<file path="src/rtl/riscv_ctrl_pipe.sv">
// ============================================================================
//  Module   : riscv_ctrl_pipe
//  Purpose  : RV32 ID-stage decode into a registered EX control bundle with
//             load-use interlock, multi-cycle M sequencing, flush and stall.
//  Revision : 1.0
// ============================================================================
`default_nettype none

module riscv_ctrl_pipe #(
    parameter int XLEN       = 32,
    parameter int EN_M       = 1,
    parameter int MUL_CYCLES = 2,
    parameter int DIV_CYCLES = 32
) (
    input  logic        clk,
    input  logic        rst_n,
    input  logic        id_valid,
    input  logic [31:0] id_instr,
    output logic        id_ready,
    input  logic        ex_redirect,
    input  logic        ext_stall,
    output logic        ex_valid,
    output logic [2:0]  ex_pc_sel,
    output logic [3:0]  ex_alu_fun,
    output logic        ex_op1_sel,
    output logic [1:0]  ex_op2_sel,
    output logic [1:0]  ex_wb_sel,
    output logic        ex_rf_wen,
    output logic        ex_mem_rw,
    output logic [1:0]  ex_mem_val,
    output logic [4:0]  ex_rd,
    output logic        ex_illegal,
    output logic        md_busy,
    output logic        md_done
);

    localparam logic [6:0] c_OP_LOAD   = 7'b0000011;
    localparam logic [6:0] c_OP_ITYPE  = 7'b0010011;
    localparam logic [6:0] c_OP_STORE  = 7'b0100011;
    localparam logic [6:0] c_OP_RTYPE  = 7'b0110011;
    localparam logic [6:0] c_OP_LUI    = 7'b0110111;
    localparam logic [6:0] c_OP_BRANCH = 7'b1100011;
    localparam logic [6:0] c_OP_JAL    = 7'b1101111;
    localparam logic [6:0] c_OP_JALR   = 7'b1100111;
    localparam logic [6:0] c_OP_SYSTEM = 7'b1110011;

    localparam logic [2:0] c_PS_PC4  = 3'd0;
    localparam logic [2:0] c_PS_BRCH = 3'd1;
    localparam logic [2:0] c_PS_JAL  = 3'd2;
    localparam logic [2:0] c_PS_JALR = 3'd3;
    localparam logic [2:0] c_PS_ERR  = 3'd4;

    localparam logic [3:0] c_ALU_ADD   = 4'd0;
    localparam logic [3:0] c_ALU_SUB   = 4'd1;
    localparam logic [3:0] c_ALU_SLL   = 4'd2;
    localparam logic [3:0] c_ALU_SLT   = 4'd3;
    localparam logic [3:0] c_ALU_SLTU  = 4'd4;
    localparam logic [3:0] c_ALU_XOR   = 4'd5;
    localparam logic [3:0] c_ALU_SRL   = 4'd6;
    localparam logic [3:0] c_ALU_SRA   = 4'd7;
    localparam logic [3:0] c_ALU_OR    = 4'd8;
    localparam logic [3:0] c_ALU_AND   = 4'd9;
    localparam logic [3:0] c_ALU_COPY1 = 4'd10;
    localparam logic [3:0] c_ALU_MUL   = 4'd11;
    localparam logic [3:0] c_ALU_MULH  = 4'd12;
    localparam logic [3:0] c_ALU_DIV   = 4'd13;
    localparam logic [3:0] c_ALU_REM   = 4'd14;

    localparam logic       c_OP1_IMU = 1'b1;
    localparam logic [1:0] c_OP2_IMI = 2'b00;
    localparam logic [1:0] c_OP2_IMS = 2'b01;
    localparam logic [1:0] c_OP2_RS2 = 2'b11;
    localparam logic [1:0] c_WB_ALU  = 2'b00;
    localparam logic [1:0] c_WB_PC4  = 2'b01;
    localparam logic [1:0] c_WB_MEM  = 2'b11;
    localparam logic [1:0] c_MV_B    = 2'b00;
    localparam logic [1:0] c_MV_H    = 2'b01;
    localparam logic [1:0] c_MV_W    = 2'b11;

    localparam logic [5:0] c_MUL_LOAD  = 6'(MUL_CYCLES - 1);
    localparam logic [5:0] c_DIV_LOAD  = 6'(DIV_CYCLES - 1);
    localparam logic       c_MUL_MULTI = (MUL_CYCLES > 1);
    localparam logic       c_DIV_MULTI = (DIV_CYCLES > 1);
    localparam logic       c_M_ON      = (EN_M != 0);

    typedef struct packed {
        logic [2:0] pc_sel;
        logic [3:0] alu_fun;
        logic       op1_sel;
        logic [1:0] op2_sel;
        logic [1:0] wb_sel;
        logic       rf_wen;
        logic       mem_rw;
        logic [1:0] mem_val;
        logic [4:0] rd;
        logic       illegal;
        logic       md;
        logic       md_div;
    } bundle_t;

    logic [6:0] w_opcode;
    logic [2:0] w_f3;
    logic [6:0] w_f7;
    logic [4:0] w_rs1;
    logic [4:0] w_rs2;
    logic [6:0] w_shf_hi;
    logic       w_use_rs1;
    logic       w_use_rs2;
    logic       w_redirect;
    logic       w_load_use;
    logic       w_md_hold;
    logic       w_load;
    bundle_t    w_dec;

    bundle_t    r_ex;
    logic       r_valid;
    logic       r_busy;
    logic [5:0] r_cnt;
    logic       r_redir_pend;

    assign w_opcode = id_instr[6:0];
    assign w_f3     = id_instr[14:12];
    assign w_f7     = id_instr[31:25];
    assign w_rs1    = id_instr[19:15];
    assign w_rs2    = id_instr[24:20];
    // RV64 shift immediates borrow bit 25 for shamt, leaving six funct bits.
    assign w_shf_hi = (XLEN == 64) ? {id_instr[31:26], 1'b0} : id_instr[31:25];

    assign w_use_rs1 = (w_opcode == c_OP_LOAD)  || (w_opcode == c_OP_ITYPE) ||
                       (w_opcode == c_OP_STORE) || (w_opcode == c_OP_RTYPE) ||
                       (w_opcode == c_OP_BRANCH)|| (w_opcode == c_OP_JALR);
    assign w_use_rs2 = (w_opcode == c_OP_RTYPE) || (w_opcode == c_OP_STORE) ||
                       (w_opcode == c_OP_BRANCH);

    always_comb begin
        w_dec        = '0;
        w_dec.pc_sel = c_PS_PC4;
        unique case (w_opcode)
            c_OP_LOAD: begin
                w_dec.op2_sel = c_OP2_IMI;
                w_dec.wb_sel  = c_WB_MEM;
                w_dec.rf_wen  = 1'b1;
                unique case (w_f3)
                    3'b000, 3'b100: w_dec.mem_val = c_MV_B;
                    3'b001, 3'b101: w_dec.mem_val = c_MV_H;
                    3'b010:         w_dec.mem_val = c_MV_W;
                    default:        w_dec.illegal = 1'b1;
                endcase
            end
            c_OP_STORE: begin
                w_dec.op2_sel = c_OP2_IMS;
                w_dec.mem_rw  = 1'b1;
                unique case (w_f3)
                    3'b000:  w_dec.mem_val = c_MV_B;
                    3'b001:  w_dec.mem_val = c_MV_H;
                    3'b010:  w_dec.mem_val = c_MV_W;
                    default: w_dec.illegal = 1'b1;
                endcase
            end
            c_OP_ITYPE: begin
                w_dec.op2_sel = c_OP2_IMI;
                w_dec.rf_wen  = 1'b1;
                unique case (w_f3)
                    3'b000: w_dec.alu_fun = c_ALU_ADD;
                    3'b010: w_dec.alu_fun = c_ALU_SLT;
                    3'b011: w_dec.alu_fun = c_ALU_SLTU;
                    3'b100: w_dec.alu_fun = c_ALU_XOR;
                    3'b110: w_dec.alu_fun = c_ALU_OR;
                    3'b111: w_dec.alu_fun = c_ALU_AND;
                    3'b001: begin
                        w_dec.alu_fun = c_ALU_SLL;
                        w_dec.illegal = (w_shf_hi != 7'b0000000);
                    end
                    default: begin
                        if (w_shf_hi == 7'b0000000)      w_dec.alu_fun = c_ALU_SRL;
                        else if (w_shf_hi == 7'b0100000) w_dec.alu_fun = c_ALU_SRA;
                        else                             w_dec.illegal = 1'b1;
                    end
                endcase
            end
            c_OP_RTYPE: begin
                w_dec.op2_sel = c_OP2_RS2;
                w_dec.rf_wen  = 1'b1;
                if (w_f7 == 7'b0000000) begin
                    unique case (w_f3)
                        3'b000: w_dec.alu_fun = c_ALU_ADD;
                        3'b001: w_dec.alu_fun = c_ALU_SLL;
                        3'b010: w_dec.alu_fun = c_ALU_SLT;
                        3'b011: w_dec.alu_fun = c_ALU_SLTU;
                        3'b100: w_dec.alu_fun = c_ALU_XOR;
                        3'b101: w_dec.alu_fun = c_ALU_SRL;
                        3'b110: w_dec.alu_fun = c_ALU_OR;
                        default: w_dec.alu_fun = c_ALU_AND;
                    endcase
                end else if (w_f7 == 7'b0100000 && w_f3 == 3'b000) begin
                    w_dec.alu_fun = c_ALU_SUB;
                end else if (w_f7 == 7'b0100000 && w_f3 == 3'b101) begin
                    w_dec.alu_fun = c_ALU_SRA;
                end else if (w_f7 == 7'b0000001 && c_M_ON) begin
                    // Signedness variants share a code; the M unit reads funct3.
                    w_dec.md     = 1'b1;
                    w_dec.md_div = w_f3[2];
                    if (w_f3[2])              w_dec.alu_fun = w_f3[1] ? c_ALU_REM : c_ALU_DIV;
                    else if (w_f3 == 3'b000)  w_dec.alu_fun = c_ALU_MUL;
                    else                      w_dec.alu_fun = c_ALU_MULH;
                end else begin
                    w_dec.illegal = 1'b1;
                end
            end
            c_OP_LUI: begin
                w_dec.op1_sel = c_OP1_IMU;
                w_dec.alu_fun = c_ALU_COPY1;
                w_dec.rf_wen  = 1'b1;
            end
            c_OP_BRANCH: begin
                w_dec.pc_sel  = c_PS_BRCH;
                w_dec.illegal = (w_f3 == 3'b010) || (w_f3 == 3'b011);
            end
            c_OP_JAL: begin
                w_dec.pc_sel = c_PS_JAL;
                w_dec.wb_sel = c_WB_PC4;
                w_dec.rf_wen = 1'b1;
            end
            c_OP_JALR: begin
                w_dec.pc_sel  = c_PS_JALR;
                w_dec.op2_sel = c_OP2_IMI;
                w_dec.wb_sel  = c_WB_PC4;
                w_dec.rf_wen  = 1'b1;
                w_dec.illegal = (w_f3 != 3'b000);
            end
            c_OP_SYSTEM: w_dec.pc_sel = c_PS_PC4;
            default:     w_dec.illegal = 1'b1;
        endcase

        if (w_dec.illegal) begin
            w_dec         = '0;
            w_dec.illegal = 1'b1;
            w_dec.pc_sel  = c_PS_ERR;
        end
        w_dec.rd = w_dec.rf_wen ? id_instr[11:7] : 5'd0;
    end

    assign w_md_hold  = r_busy && (r_cnt != 6'd0);
    assign w_redirect = (ex_redirect || r_redir_pend) && r_valid;
    assign w_load_use = id_valid && r_valid && (r_ex.wb_sel == c_WB_MEM) && (r_ex.rd != 5'd0) &&
                        ((w_use_rs1 && (w_rs1 == r_ex.rd)) || (w_use_rs2 && (w_rs2 == r_ex.rd)));
    assign w_load     = id_valid && !w_redirect && !w_load_use;
    assign id_ready   = rst_n && !ext_stall && !w_md_hold && (w_redirect || !w_load_use);

    always_ff @(posedge clk or negedge rst_n) begin
        if (!rst_n) begin
            r_ex         <= '0;
            r_valid      <= 1'b0;
            r_busy       <= 1'b0;
            r_cnt        <= 6'd0;
            r_redir_pend <= 1'b0;
        end else if (ext_stall) begin
            if (ex_redirect && r_valid) begin
                r_redir_pend <= 1'b1;
            end
        end else if (w_md_hold) begin
            r_cnt <= r_cnt - 6'd1;
        end else begin
            r_redir_pend <= 1'b0;
            if (w_load) begin
                r_ex    <= w_dec;
                r_valid <= 1'b1;
                if (w_dec.md && w_dec.md_div) begin
                    r_busy <= c_DIV_MULTI;
                    r_cnt  <= c_DIV_LOAD;
                end else if (w_dec.md) begin
                    r_busy <= c_MUL_MULTI;
                    r_cnt  <= c_MUL_LOAD;
                end else begin
                    r_busy <= 1'b0;
                    r_cnt  <= 6'd0;
                end
            end else begin
                r_ex    <= '0;
                r_valid <= 1'b0;
                r_busy  <= 1'b0;
                r_cnt   <= 6'd0;
            end
        end
    end

    assign ex_valid   = r_valid;
    assign ex_pc_sel  = r_ex.pc_sel;
    assign ex_alu_fun = r_ex.alu_fun;
    assign ex_op1_sel = r_ex.op1_sel;
    assign ex_op2_sel = r_ex.op2_sel;
    assign ex_wb_sel  = r_ex.wb_sel;
    assign ex_rf_wen  = r_ex.rf_wen && r_valid;
    assign ex_mem_rw  = r_ex.mem_rw && r_valid;
    assign ex_mem_val = r_ex.mem_val;
    assign ex_rd      = r_ex.rd;
    assign ex_illegal = r_ex.illegal;
    assign md_busy    = r_busy;
    assign md_done    = r_valid && r_ex.md && (r_cnt == 6'd0);

endmodule

`default_nettype wire

</file>
<file path="config.mk">
export PLATFORM = sky130hd
export DESIGN_NAME = riscv_ctrl_pipe
export DESIGN_NICKNAME = d
export VERILOG_FILES = /design/src/rtl/riscv_ctrl_pipe.sv
export SDC_FILE = /design/constraint.sdc
export NUM_CORES = 1
export LEC_CHECK = 0
export ABC_AREA = 1
export CAP_MARGIN = 20
export CORE_ASPECT_RATIO = 1.75
export CORE_UTILIZATION = 50
export CTS_BUF_LIST = sky130_fd_sc_hd__clkbuf_8
export DETAILED_ROUTE_END_ITERATION = 10
export GPL_ROUTABILITY_DRIVEN = 0
export GPL_TIMING_DRIVEN = 0
export HOLD_SLACK_MARGIN = 0.15
export PLACE_DENSITY = 0.87
export SLEW_MARGIN = 15
export SYNTH_ARGS = -nofsm -noshare
export SYNTH_HDL_FRONTEND = slang
export SYNTH_SLANG_ARGS = --single-unit
</file>
<file path="constraint.sdc">
create_clock -name clk -period 1.8 [get_ports clk]
set_input_delay 0.27 -clock clk [delete_from_list [all_inputs] [get_ports clk]]
set_output_delay 0.27 -clock clk [all_outputs]
set_load 0.01 [all_outputs]
</file>
==> impl_metrics.toml, run 1 <==
[global_route]
grt_first_pass_wirelength_um = 10600
antenna_found_initial = 0
grt_use_total_pct = 28.6
grt_pass1_vias = 2545
gr-total-overflow = 0
grt_max_degree = 33

[placed_design]
placed_area_sq_um = 3030
dpl.hpwl_um = 4730
placed_cells = 468
port_buffers = 61

[route]
routed_wl_um = 6790
drc_errors = 0
routedWlPerCell_um = 13.5
first_iter_violations = 95
dr_wl_met2_um = 3830
highest_layer = "met4"
met3_wirelength_um = 221
viasPerCell = 5.38
drt-met1-wl_um = 2460
antenna_left = 0
firstDrtPassIters = 4
dr_total_vias = 2704

[final_layout]
nets = 490
final_area_sq_um = 3460
drive_gt1_share_pct = 27.0
final_cell_mix = "113 x nand2_1, 47 x clkdlybuf4s50_1, 43 x buf_4"
fin_cells = 503
syn_to_final_growth_pct = 46.2
diodes = 0
utilization_pct = 77.1
final_common_cell = "nand2_1"

[timing]
fin_crit_ps = 1990
worst_pin_slew_ps = 691
finalCritPeriodShare_pct = 110
hold_viol = 0
whs_ps = 26.1
finalSetupViolCount = 6
fmax_mhz = 503
rsz0062_at_grt = "yes"
fin_ws_ps = -189
skew_ps = 5.69
slew_violations = 0
slew_headroom_pct = 54.0

[power_and_ir_drop]
peakVddDrop_v = 0.000522
cellLeakagePower_uw = 0.00189
power_density_nw_per_um2 = 447

[floorplan]
die-area_sq_um = 5020
fp.dieW_um = 54.0
core-area_sq_um = 4480
boundaryPins = 63
rows = 32
initial_core_util_pct = 52.7
dieHeight_um = 93.0

[clock_network]
cts_buffers = 5
clkSlewWorstSetupHoldPaths_ps = 70
cts_tree = "yes"
h-tree-depth = 2
cts_max_path_buffers = 2
cts-root-buf = "clkbuf_8"
clkLatencyLatePin_ps = 280
cts_sinks = 31

[run_status]
outcome = "finished with violations"
violations = "negative setup slack"

[yosys]
synth-seq-area-share_pct = 32.8
syn-cell-area_sq_um = 2360
synthCells = 356
yosys_warnings = 0
synth_area_per_cell_sq_um = 6.64
synth.distinct_cells = 34
syn_nets = 395
ys_ff_latch = 31

[worst_setup_path]
crit_type = "reg2out"
cp.required_ps = 1530
worstSetupStartpointType = "flop"
worst-path-max-fanout = 5
worstPathArrival_ps = 1720
end_kind = "primary output"

[run]
cap_violations = 0

[hold_path]
min_path_type = "in2async"
-- final timing paths --
check                                          startpoint  slack, ps                   endpoint  depth (start not counted)
worst min register to register  ex_mem_val[0]$_DFFE_PN0P_        480  ex_mem_val[0]$_DFFE_PN0P_                          2
worst max register to register       ex_rd[0]$_DFFE_PN0P_        -40       r_cnt[3]$_DFFE_PN0N_                         12
max in group asynchronous                           rst_n       1280       ex_rd[2]$_DFFE_PN0P_                          1
worst max-delay path                 ex_rd[0]$_DFFE_PN0P_       -190                   id_ready                          9
worst min-delay path                                rst_n         30  ex_op2_sel[1]$_DFFE_PN0P_                          1
min in group clk                                ext_stall        400       r_cnt[4]$_DFFE_PN0N_                          3
-- per-stage QoR --
stage	setup slack [ps]	power, uW	TNS (ps)
global route	-354	1610	-3250
finish	-189	1550	-258
CTS	-143	1510	-143
detailed placement	-759	1010	-8140
global placement	-1070	1000	-11060
floorplan	83.2	858	0
-- final cells by class --
cell class	count	area [sq um]
multi-input combinational	255	1360
fill	338	1030
timing repair buffer	88	807
sequential	31	779
inverter	47	190
buffer	23	176
clock buffer	5	68.8
tap	51	63.8
clock inverter	3	12.5
-- repair_timing --
item / in CTS / in global routing
endpoints found under the setup margin: 17 / 29
pin swaps: 17 / 29
hold endpoints to repair: 31 / 31
buffers inserted: 16 / 11
resized for setup: 32 / 37
-- where the power goes --
| part | switching [uW] | internal, uW | total [uW] |
|---|---|---|---|
| Combinational | 172 | 143 | 315 |
| Sequential | 9.47 | 706 | 716 |
| Clock | 256 | 260 | 515 |
-- cells by family (layout without fill, tap and decap cells) --
kind of cell / after synthesis / after routing / synth area share, %
simple gates: 219 / 219 / 42.3
buf+inv: 70 / 166 / 14.4
flops: 31 / 31 / 32.8
compound gates: 27 / 27 / 6.77
xor+xnor: 7 / 7 / 2.59
fa+ha+maj: 2 / 2 / 1.06
-- Yosys cell counts --
cell type | instances | area (sq um)
nand3_2 | 1 | 10.0
nor2_4 | 5 | 56.3
dfrtp_1 | 31 | 776
and2_4 | 1 | 8.76
clkinv_1 | 1 | 3.75
nand2_1 | 122 | 458
a31o_2 | 1 | 8.76
o21ai_0 | 11 | 55.1
nand3b_1 | 2 | 15.0
a21oi_1 | 7 | 35.0
nor3_1 | 4 | 20.0
nand2_2 | 3 | 18.8
buf_6 | 1 | 11.3
o31ai_1 | 1 | 7.51
nor3_4 | 1 | 16.3
nor2_1 | 27 | 101
or2_2 | 1 | 6.26
nor2_2 | 4 | 25.0
buf_2 | 3 | 15.0
inv_1 | 37 | 139
inv_2 | 9 | 33.8
xor2_1 | 3 | 26.3
nand3_1 | 36 | 180
o21bai_1 | 1 | 7.51
nand2_4 | 2 | 22.5
buf_4 | 18 | 135
o21a_1 | 1 | 7.51
xnor2_1 | 4 | 35.0
a31oi_1 | 1 | 6.26
clkbuf_1 | 1 | 3.75
nand4_1 | 10 | 62.6
o21ai_2 | 2 | 17.5
ha_1 | 2 | 25.0
o211ai_1 | 2 | 15.0
-- routing by layer --
layer / up-vias / GRT usage, %
li1: 1305 / -
met1: 1284 / 29.5
met2: 91 / 52.0
met3: 24 / 3.41
met4: 0 / 15.8
met5: - / 0
-- state kept, by name (all words and copies together), names as in the netlist, 2 cells and up --
signal,flops
r_cnt,6
ex_mem_val,2
ex_wb_sel,2
ex_rd,5
ex_alu_fun,4
r_ex,3
ex_pc_sel,3
ex_op2_sel,2
-- critical path, cell delays in order (launching register included) --
cell      delay (ps)
dfrtp_1          440
xnor2_1          170
o21ai_1           90
nor2_1           140
nand2_1           70
nand2_1           70
nand2_2           70
o211ai_1         170
inv_1             70
buf_2            140
(Power assumes the default switching activity.)
==> run 2, diff against run 1 <==
- CORE_UTILIZATION: 50 -> 35
- PLACE_DENSITY: 0.87 -> 0.66
- clock period: 1.8 -> 2.4 ns (I/O delays scaled with it)
==> run 2 against run 1 <==
Clock-buffer cell count grew 1. Non-clock buffer count shrank 13. Via count shrank 8.9%. The flow now finishes without violations. Power shrank 16%. Global-route usage shrank 9.3 points. Flip-flop and latch count is the same. Cell count grew 3.6%. Hold slack gained 97 ps. Utilization shrank 26 points. Sequential power shrank 25%. Die area grew 41%.
==> impl_metrics.toml, run 2 (same netlist as run 1, synthesis figures left out) <==
[run_status]
outcome = "completed"

[global_route]
gr-total-overflow = 0
grt_use_total_pct = 19.3
antenna_found_initial = 0
grt_pass1_vias = 2445
grt_first_pass_wirelength_um = 10700
grt_max_degree = 33

[placed_design]
place_ws_ps = -326
dpl.hpwl_um = 4810
port_buffers = 61

[power_and_ir_drop]
pwr-share-comb_pct = 17.0
cellLeakagePower_uw = 0.00183
p_sw_share_pct = 25.4
peakVddDrop_v = 0.000196
power_density_nw_per_um2 = 392
p_total_uw = 1300
internal-power_uw = 970
clkPwrFrac_pct = 41.7
pwr-share-seq_pct = 41.2
netSwitchingPower_uw = 330

[final_layout]
regMostFlops = "r_cnt"
seq_area_sq_um = 776
drive_gt1_share_pct = 18.9
largest_reg_flops = 6
multi_input_area_sq_um = 1270
final_common_cell = "nand2_1"
final_cell_mix = "119 x nand2_1, 54 x clkdlybuf4s50_1, 35 x inv_1, 35 x nand3_1, 32 x buf_4"
diodes = 0
syn_to_final_growth_pct = 40.3
nets = 477
fill_cells = 652

[hold_path]
min_path_type = "in2async"

[worst_setup_path]
reg2reg_slack_ps = 550
worst-path-max-fanout = 4
worstPathArrival_ps = 1880
end_kind = "primary output"
crit_type = "in2out"
cpMaxStageDelayCell = "clkdlybuf4s50_1"
cp_slowest_stage_delay_ps = 470
cp.required_ps = 2040
worstSetupStartpointType = "primary input"
crit_buf_inv = 3
cp_num_cells = 11
r2r-end = "ex_mem_val[1]$_DFFE_PN0P_"
crit_top_cell = "nand2_1"
cp_cell_sequence = "clkdlybuf4s50_1 > nand2_2 > nor2_4 > nand2_1 > nand3_2 > nand2_1 > nand2_1 > nand2_2 > o211ai_1 > inv_1 > clkbuf_2"
crit_path_end = "id_ready"
critPathTopFamily = "simple AND/OR/NAND/NOR gates"
worst_r2r_path_depth = 11
cp-startpoint = "id_instr[1]"
regToRegStartpoint = "r_cnt[0]$_DFFE_PN0N_"

[route]
firstDrtPassIters = 4
viasPerCell = 4.73
dr_total_vias = 2464
routedWlPerCell_um = 12.2
routed_wl_um = 6350
antenna_left = 0
drc_errors = 0
first_iter_violations = 155

[timing]
slew_headroom_pct = 53.1
fin_crit_ps = 2240
finalCritPeriodShare_pct = 93.5
slew_violations = 0
fmax_mhz = 446
hold_viol = 0
fin_ws_ps = 156
rsz0062_at_grt = "no"
skew_ps = 6.60
worst_pin_slew_ps = 704
finalSetupViolCount = 0

[floorplan]
rows = 39
dieHeight_um = 111
die-area_sq_um = 7100
initial_core_util_pct = 36.2
boundaryPins = 63
fp.dieW_um = 64.1
core-area_sq_um = 6540

[clock_network]
cts_buffers = 5
clkLatencyLatePin_ps = 290
clkSlewWorstSetupHoldPaths_ps = 70
h-tree-depth = 2
cts.hold.buffers_added = 0
cts_tree = "yes"
cts-root-buf = "clkbuf_8"
cts_max_path_buffers = 2
cts_sinks = 31

[run]
cap_violations = 0
==> run 2: cell type report <==
type | count | area share [%]
multi-input combinational | 255 | 38.2
sequential | 31 | 23.4
timing repair buffer | 75 | 21.3
inverter | 47 | 5.32
buffer | 23 | 5.17
tap | 82 | 3.09
clock buffer | 6 | 2.49
clock inverter | 2 | 1.06
==> run 2: how the worst min path moves through the flow <==
stage	end	slack [ps]	cells after the start
2_1_floorplan	ex_alu_fun[0]$_DFFE_PN0P_	60	0
3_3_place_gp	r_redir_pend$_DFFE_PN0P_	460	2
3_5_place_dp	ex_mem_val[1]$_DFFE_PN0P_	460	1
4_1_cts	ex_wb_sel[0]$_DFFE_PN0P_	150	1
5_1_grt	ex_wb_sel[0]$_DFFE_PN0P_	190	1
6_report	ex_wb_sel[0]$_DFFE_PN0P_	120	1
==> run 2: per-stage QoR <==
step	cell area (sq um)	hold slack [ps]	utilization (%)	cells	TNS, ps
after detailed placement	3070	456	47.0	499	-326
after global routing	3320	185	50.7	521	0
after global placement	3080	456	47.1	499	-689
final	3320	123	50.7	521	0
after CTS	3270	151	50.0	516	0
after floorplan	2360	64.4	-	356	0
==> run 2: what timing repair did <==
item | 4_1_cts | 5_1_grt
setup endpoints to repair | 1 | 2
setup buffers | 9 | 5
gates resized for setup | 11 | 7
pin swaps | 7 | 5
==> run 2: power groups by stage <==
stage	sequential [uW]	combinational [uW]	clock, uW
2_1_floorplan	546	97.0	0
3_3_place_gp	546	207	0
3_5_place_dp	546	209	0
4_1_cts	536	216	545
5_1_grt	537	246	564
6_report	536	221	543
==> run 2: metal layers <==
metal	track usage (%)	wire length [um]
met1	20.3	2400
met2	36.6	3670
met3	2.88	159
met4	8.30	124
met5	0	0
